--- config.mk ---
export PLATFORM = sky130hd
export DESIGN_NAME = i2c_master_ctrl
export DESIGN_NICKNAME = d
export VERILOG_FILES = /design/src/rtl/i2c_pkg.sv /design/src/rtl/i2c_scl_tick.sv /design/src/rtl/i2c_master_ctrl.sv
export SDC_FILE = /design/constraint.sdc
export NUM_CORES = 1
export LEC_CHECK = 0
export CELL_PAD_IN_SITES_DETAIL_PLACEMENT = 0
export CELL_PAD_IN_SITES_GLOBAL_PLACEMENT = 2
export CORE_MARGIN = 10
export CORE_UTILIZATION = 36
export CTS_CLUSTER_DIAMETER = 120
export DETAILED_ROUTE_END_ITERATION = 6
export MAX_ROUTING_LAYER = met4
export PLACE_DENSITY_LB_ADDON = 0.12
export SLEW_MARGIN = 5
export SYNTH_ARGS = -nofsm -noshare
export SYNTH_HDL_FRONTEND = slang
export SYNTH_HIERARCHICAL = 1
export SYNTH_SLANG_ARGS = --single-unit
--- constraint.sdc ---
create_clock -name clk -period 2.7 [get_ports clk]
set_input_delay 0.54 -clock clk [delete_from_list [all_inputs] [get_ports clk]]
set_output_delay 0.54 -clock clk [all_outputs]
set_load 0.1 [all_outputs]
--- src/rtl/i2c_pkg.sv ---
// Shared types and constants for the single-byte I2C master controller.
package i2c_pkg;

  localparam int I2C_ADDR_W = 7;
  localparam int I2C_DATA_W = 8;

  typedef enum logic [3:0] {
    IDLE,
    START,
    ADDR,
    ACK_A,
    WRITE,
    ACK_D,
    READ,
    MNACK,
    STOP
  } state_t;

  typedef logic [1:0] phase_t;

  localparam phase_t PH0 = 2'd0;
  localparam phase_t PH1 = 2'd1;
  localparam phase_t PH2 = 2'd2;
  localparam phase_t PH3 = 2'd3;

  function automatic logic [I2C_DATA_W-1:0] addr_byte(
    input logic [I2C_ADDR_W-1:0] addr,
    input logic                  rw
  );
    return {addr, rw};
  endfunction

endpackage

--- src/rtl/i2c_scl_tick.sv ---
// SCL quarter-period divider: reports the current bit phase and a one-cycle
// tick on the last clk of each phase; i_hold freezes it for clock stretching.
module i2c_scl_tick
  import i2c_pkg::*;
#(
  parameter int CLK_DIV = 4
) (
  input  logic   i_clk,
  input  logic   i_rst_n,
  input  logic   i_en,
  input  logic   i_hold,
  output logic   o_tick,
  output phase_t o_phase
);

  localparam int DIV_W = (CLK_DIV < 1) ? 1 : $clog2(CLK_DIV + 1);
  localparam logic [DIV_W-1:0] DIV_LAST = DIV_W'(CLK_DIV - 1);

  generate
    if (CLK_DIV < 1) begin : g_bad_clk_div
      $error("i2c_scl_tick: CLK_DIV must be >= 1");
    end
  endgenerate

  logic [DIV_W-1:0] r_div;
  phase_t           r_phase;
  logic             w_tick;

  assign w_tick  = i_en && !i_hold && (r_div == DIV_LAST);
  assign o_tick  = w_tick;
  assign o_phase = r_phase;

  // Divider and phase counter, cleared whenever the sequencer is idle.
  always_ff @(posedge i_clk or negedge i_rst_n) begin
    if (!i_rst_n) begin
      r_div   <= '0;
      r_phase <= PH0;
    end else if (!i_en) begin
      r_div   <= '0;
      r_phase <= PH0;
    end else if (i_hold) begin
      r_div   <= r_div;
      r_phase <= r_phase;
    end else if (w_tick) begin
      r_div   <= '0;
      r_phase <= r_phase + 2'd1;
    end else begin
      r_div   <= r_div + {{(DIV_W-1){1'b0}}, 1'b1};
      r_phase <= r_phase;
    end
  end

endmodule

--- src/rtl/i2c_master_ctrl.sv ---
// Single-byte I2C master sequencer (START, addr+R/W, ACK, data, ACK/NACK, STOP).
// Define I2C_CLK_STRETCH_EN to let a slave stretch SCL during the high phase.
module i2c_master_ctrl
  import i2c_pkg::*;
#(
  parameter int CLK_DIV = 4
) (
  input  logic                  clk,
  input  logic                  RESET_IN,
  input  logic                  cmd_valid,
  output logic                  cmd_ready,
  input  logic [I2C_ADDR_W-1:0] cmd_addr,
  input  logic                  cmd_rw,
  input  logic [I2C_DATA_W-1:0] cmd_wdata,
  output logic                  done,
  output logic [I2C_DATA_W-1:0] rdata,
  output logic                  nack,
  output logic                  busy,
  output logic                  SCL_OE,
  output logic                  SDA_OE,
  input  logic                  SCL_IN,
  input  logic                  SDA_IN
);

  state_t                r_state;
  logic [2:0]            r_bit_cnt;
  logic [I2C_DATA_W-1:0] r_tx;
  logic [I2C_DATA_W-1:0] r_wdata;
  logic [I2C_DATA_W-1:0] r_rx;
  logic                  r_rw;
  logic                  r_scl_oe;
  logic                  r_sda_oe;
  logic                  r_done;
  logic [I2C_DATA_W-1:0] r_rdata;
  logic                  r_nack;
  logic                  r_busy;
  logic                  r_cmd_ready;

  logic                  w_run;
  logic                  w_tick;
  logic                  w_hold;
  phase_t                w_phase;

  assign w_run = (r_state != IDLE);

`ifdef I2C_CLK_STRETCH_EN
  assign w_hold = (w_phase == PH2) && !r_scl_oe && !SCL_IN;
`else
  logic w_unused_scl_in;
  assign w_unused_scl_in = SCL_IN;
  assign w_hold          = 1'b0;
`endif

  i2c_scl_tick #(
    .CLK_DIV (CLK_DIV)
  ) u_scl_tick (
    .i_clk   (clk),
    .i_rst_n (RESET_IN),
    .i_en    (w_run),
    .i_hold  (w_hold),
    .o_tick  (w_tick),
    .o_phase (w_phase)
  );

  // Transaction sequencer; bus pins and status change only on phase ticks.
  always_ff @(posedge clk or negedge RESET_IN) begin
    if (!RESET_IN) begin
      r_state     <= IDLE;
      r_bit_cnt   <= 3'd0;
      r_tx        <= 8'h00;
      r_wdata     <= 8'h00;
      r_rx        <= 8'h00;
      r_rw        <= 1'b0;
      r_scl_oe    <= 1'b0;
      r_sda_oe    <= 1'b0;
      r_done      <= 1'b0;
      r_rdata     <= 8'h00;
      r_nack      <= 1'b0;
      r_busy      <= 1'b0;
      r_cmd_ready <= 1'b1;
    end else begin
      r_done <= 1'b0;
      case (r_state)
        IDLE: begin
          if (cmd_valid && r_cmd_ready) begin
            r_tx        <= addr_byte(cmd_addr, cmd_rw);
            r_wdata     <= cmd_wdata;
            r_rw        <= cmd_rw;
            r_nack      <= 1'b0;
            r_rdata     <= 8'h00;
            r_cmd_ready <= 1'b0;
            r_busy      <= 1'b1;
            r_state     <= START;
          end
        end
        default: begin
          if (w_tick && (w_phase == PH3)) begin
            // Bit boundary: SCL goes low and SDA takes the next bit's value.
            r_scl_oe <= 1'b1;
            case (r_state)
              START: begin
                r_state   <= ADDR;
                r_bit_cnt <= 3'd7;
                r_sda_oe  <= ~r_tx[7];
              end
              ADDR, WRITE: begin
                if (r_bit_cnt == 3'd0) begin
                  r_state  <= (r_state == ADDR) ? ACK_A : ACK_D;
                  r_sda_oe <= 1'b0;
                end else begin
                  r_bit_cnt <= r_bit_cnt - 3'd1;
                  r_tx      <= {r_tx[6:0], 1'b0};
                  r_sda_oe  <= ~r_tx[6];
                end
              end
              ACK_A: begin
                if (r_nack) begin
                  r_state  <= STOP;
                  r_sda_oe <= 1'b1;
                end else if (r_rw) begin
                  r_state   <= READ;
                  r_bit_cnt <= 3'd7;
                  r_sda_oe  <= 1'b0;
                end else begin
                  r_state   <= WRITE;
                  r_bit_cnt <= 3'd7;
                  r_tx      <= r_wdata;
                  r_sda_oe  <= ~r_wdata[7];
                end
              end
              ACK_D, MNACK: begin
                r_state  <= STOP;
                r_sda_oe <= 1'b1;
              end
              READ: begin
                if (r_bit_cnt == 3'd0) begin
                  r_state  <= MNACK;
                  r_rdata  <= r_rx;
                  r_sda_oe <= 1'b0;
                end else begin
                  r_bit_cnt <= r_bit_cnt - 3'd1;
                end
              end
              STOP: begin
                r_state     <= IDLE;
                r_scl_oe    <= 1'b0;
                r_sda_oe    <= 1'b0;
                r_done      <= 1'b1;
                r_busy      <= 1'b0;
                r_cmd_ready <= 1'b1;
              end
              default: begin
                r_state     <= IDLE;
                r_scl_oe    <= 1'b0;
                r_sda_oe    <= 1'b0;
                r_busy      <= 1'b0;
                r_cmd_ready <= 1'b1;
              end
            endcase
          end else if (w_tick) begin
            case (w_phase)
              PH1: begin
                // START drops SDA with SCL still high; every other bit raises SCL.
                if (r_state == START) begin
                  r_sda_oe <= 1'b1;
                end else begin
                  r_scl_oe <= 1'b0;
                end
              end
              PH2: begin
                if (r_state == START) begin
                  r_scl_oe <= 1'b1;
                end else if (r_state == STOP) begin
                  r_sda_oe <= 1'b0;
                end else begin
                  r_sda_oe <= r_sda_oe;
                end
                case (r_state)
                  ACK_A, ACK_D: r_nack <= r_nack | SDA_IN;
                  READ:         r_rx   <= {r_rx[6:0], SDA_IN};
                  default:      r_rx   <= r_rx;
                endcase
              end
              default: r_scl_oe <= r_scl_oe;
            endcase
          end else begin
            r_state <= r_state;
          end
        end
      endcase
    end
  end

  assign cmd_ready = r_cmd_ready;
  assign busy      = r_busy;
  assign done      = r_done;
  assign rdata     = r_rdata;
  assign nack      = r_nack;
  assign SCL_OE    = r_scl_oe;
  assign SDA_OE    = r_sda_oe;

endmodule
==> results.py <==
metrics = {
    "layout": {
        "seqCellArea_sq_um": 1280,
        "syn2layout_area_growth_pct": 21.2,
        "fin_area_sq_um": 3130,
        "multi_input_area_sq_um": 1220,
        "finalNetCount": 300,
        "fillers": 701,
        "antennaDiodeCount": 0,
        "drive_gt1_share_pct": 25.6,
    },
    "clock_tree": {
        "clk_pin_slew_ps": 110,
        "post_cts_buffers": 0,
        "clock_path_buffers": 2,
        "cts_resized": 0,
        "cts_root_buffer": "clkbuf_8",
        "htree_levels": 2,
        "cts.hold.buffers_added": 0,
        "cts_tree": "done",
        "clk_latency_ps": 310,
        "cts_buffers": 5,
        "cts.sinks": 51,
    },
    "sta": {
        "hold_viol": 0,
        "setup_viol": 0,
        "finalSetupTns_ps": 0,
        "holdWs_ps": 137,
        "drv_slew": 0,
        "rsz0062_at_grt": "no",
        "fin_skew_ps": 15.3,
        "fin_ws_ps": 304,
        "fin_crit_sh_pct": 88.8,
        "max_freq_mhz": 417,
        "period_needed_ps": 2400,
    },
    "logic_synthesis": {
        "synth_adder_area_share_pct": 1.46,
        "synth_compound_area_share_pct": 11.7,
        "synth_top_family_by_area": "multiplexers",
        "ys_seq_area_share_pct": 49.5,
        "syn_area_per_cell_sq_um": 11.1,
        "synth_area_leaders": "dfrtp_1 (49%), mux2_2 (12%), mux2i_1 (6.6%)",
        "yosys.area_share.simple_pct": 13.7,
        "syn_area_sq_um": 2580,
        "synth_edf_count": 0,
        "synth_xor_xnor_area_share_pct": 0.679,
        "synth_async_sr_flop_share_pct": 100,
        "ys_ff_latch": 51,
        "ys_warn_count": 6,
        "synth.distinct_cells": 55,
        "synth.area.mux_share_pct": 18.9,
        "synth_top_area_share_pct": 48.5,
        "synth_area_leader_cell": "dfrtp_1",
        "postSynthCellCount": 232,
        "synth_ff_type": "dfrtp_1",
    },
    "placed_design": {
        "dpl_cell_area_sq_um": 3030,
        "place_ws_ps": 300,
        "io_buffer_count": 33,
        "dp_hpwl_mm": 4.28,
        "place.gp.congestion": 0.816,
    },
    "critical_path": {
        "cp.required_ps": 2900,
        "end_kind": "register",
        "worstSetupPathType": "reg2reg",
        "cp_data_arrival_time_ps": 2590,
        "path_max_fanout": 8,
        "cp-start-kind": "register",
        "rr_worst_depth": 7,
    },
    "detailed_routing": {
        "dr.first_iter.drc_count": 118,
        "routed_wl_mm": 5.82,
        "drtAntennaViolNets": 0,
        "dr.pass1.iters": 4,
        "routedWlPerCell_microns": 15.6,
        "dr_total_vias": 1826,
        "viasPerCell": 4.90,
        "remaining_drc_errors": 0,
    },
    "global_route": {
        "antenna_found_initial": 0,
        "track_usage_pct": 11.2,
        "grt_remaining_overflow": 0,
        "grt_pass1_vias": 1906,
        "grt_max_degree": 19,
        "grt_first_pass_wirelength_mm": 9.87,
    },
    "floorplanning": {
        "fp.dieH_microns": 105,
        "rows": 30,
        "initial_utilization_pct": 37.5,
        "floorplan.io_pins": 35,
        "dieWidth_microns": 105,
        "core_region_area_sq_um": 6870,
        "die_area_sq_um": 10900,
    },
    "flow_run": {
        "max_cap_violations": 0,
    },
    "hold_path": {
        "hp-class": "in2async",
    },
    "power_and_ir_drop": {
        "p_per_area_nw_per_um2": 842,
        "cellLeakagePower_nw": 1.47,
        "p_total_mw": 2.63,
        "peakVddDrop_v": 0.000318,
    },
    "run_status": {
        "status": "completed",
    },
}
## registers in the layout, summed over array words and instances, names as in the netlist, 2 cells and up
name,flops
r_bit_cnt,3
r_tx,8
r_rx,8
r_wdata,8
r_state,4
rdata,8
u_scl_tick/o_phase,2
u_scl_tick/r_div,3
## cell type report
cell class / count / area share [%]
sequential: 51 / 40.9
multi-input combinational: 161 / 39.0
timing repair buffer: 42 / 11.4
tap: 96 / 3.84
clock buffer: 5 / 2.20
inverter: 15 / 1.80
clock inverter: 3 / 0.841
## cells in the mapped netlist, drive strengths merged, types with 3 or more instances
library cell  number
o21ai             13
nand2             27
dfrtp             50
mux2              27
ha                 3
and3               3
or3                3
inv               15
nor2b              4
nor4               3
nor2               9
a21oi              5
mux2i             18
buf                5
clkbuf             4
## routing by layer
layer  share of wire (%)  wire, microns  vias up  global-route usage [%]
met5                   0              0        -                       -
met4                0.95             55        0                    2.35
met3                 3.4            200        5                    2.46
met2                  45           2630       36                    17.5
met1                  50           2940      885                    14.6
li1                    -              -      900                       -
## metrics by stage
stage               instances  utilization (%)
finish                    373             45.5
global route              373             45.5
CTS                       373             45.5
detailed placement        365             44.1
global placement          365             44.1
floorplan                 236                -
## final timing paths
check	start	endpoint	slack [ps]
setup / recovery	u_scl_tick/r_div[0]$_DFFE_PN0P_	r_tx[0]$_DFFE_PN0P_	300
max in group asynchronous	RESET_IN	cmd_ready$_DFFE_PN1P_	1890
min in group clk	r_bit_cnt[0]$_DFFE_PN0P_	r_bit_cnt[0]$_DFFE_PN0P_	500
setup reg to reg	u_scl_tick/r_div[0]$_DFFE_PN0P_	r_tx[0]$_DFFE_PN0P_	300
hold reg to reg	r_bit_cnt[0]$_DFFE_PN0P_	r_bit_cnt[0]$_DFFE_PN0P_	500
hold / removal	RESET_IN	rdata[7]$_DFFE_PN0P_	140
## worst max-delay path, cell delays in order (launching register included)
cell     delay, ps
dfrtp_1        370
ha_1           170
nor3b_2        290
and2_2         300
nand3_1        140
mux2i_2        410
nand4_4        270
mux2_2         350
## logic make-up after synthesis
logic type / after synthesis
muxes: 45
adders and majority gates: 3
DFF: 51
AOI/OAI and AO/OA: 42
xor gates and xnor gates: 2
buffers and inverters: 24
and+or+nand+nor: 64
other: 1
## placed cells by master (no fill, tap or decap), drive strengths merged, types with 2 or more instances in the layout
| cell | synthesis | layout |
|---|---|---|
| nand4 | 2 | 2 |
| or2 | 2 | 2 |
| conb | 1 | 5 |
| a2bb2oi | 2 | 2 |
| nor4 | 3 | 3 |
| nand2b | 2 | 2 |
| o21ai | 13 | 13 |
| mux2 | 27 | 27 |
| nor2b | 4 | 4 |
| inv | 15 | 17 |
| or3 | 3 | 3 |
| ha | 3 | 3 |
| a21oi | 5 | 5 |
| dfrtp | 50 | 50 |
| nand2 | 27 | 27 |
| buf | 5 | 24 |
| o21a | 2 | 2 |
| o211ai | 2 | 2 |
| a21boi | 2 | 2 |
| nor2 | 9 | 9 |
| clkdlybuf4s50 | 0 | 18 |
| nand3 | 2 | 2 |
| nor3b | 2 | 2 |
| clkbuf | 4 | 5 |
| mux2i | 18 | 18 |
| and2 | 2 | 2 |
| a31oi | 2 | 2 |
| and3 | 3 | 3 |
## report_power, final
| group | leakage [nW] | switching [mW] | internal, mW |
|---|---|---|---|
| Combinational | 0.779 | 0.770 | 0.377 |
| Clock | 0.0491 | 0.280 | 0.191 |
| Sequential | 0.642 | 0.126 | 0.888 |
(Power assumes the default switching activity.)
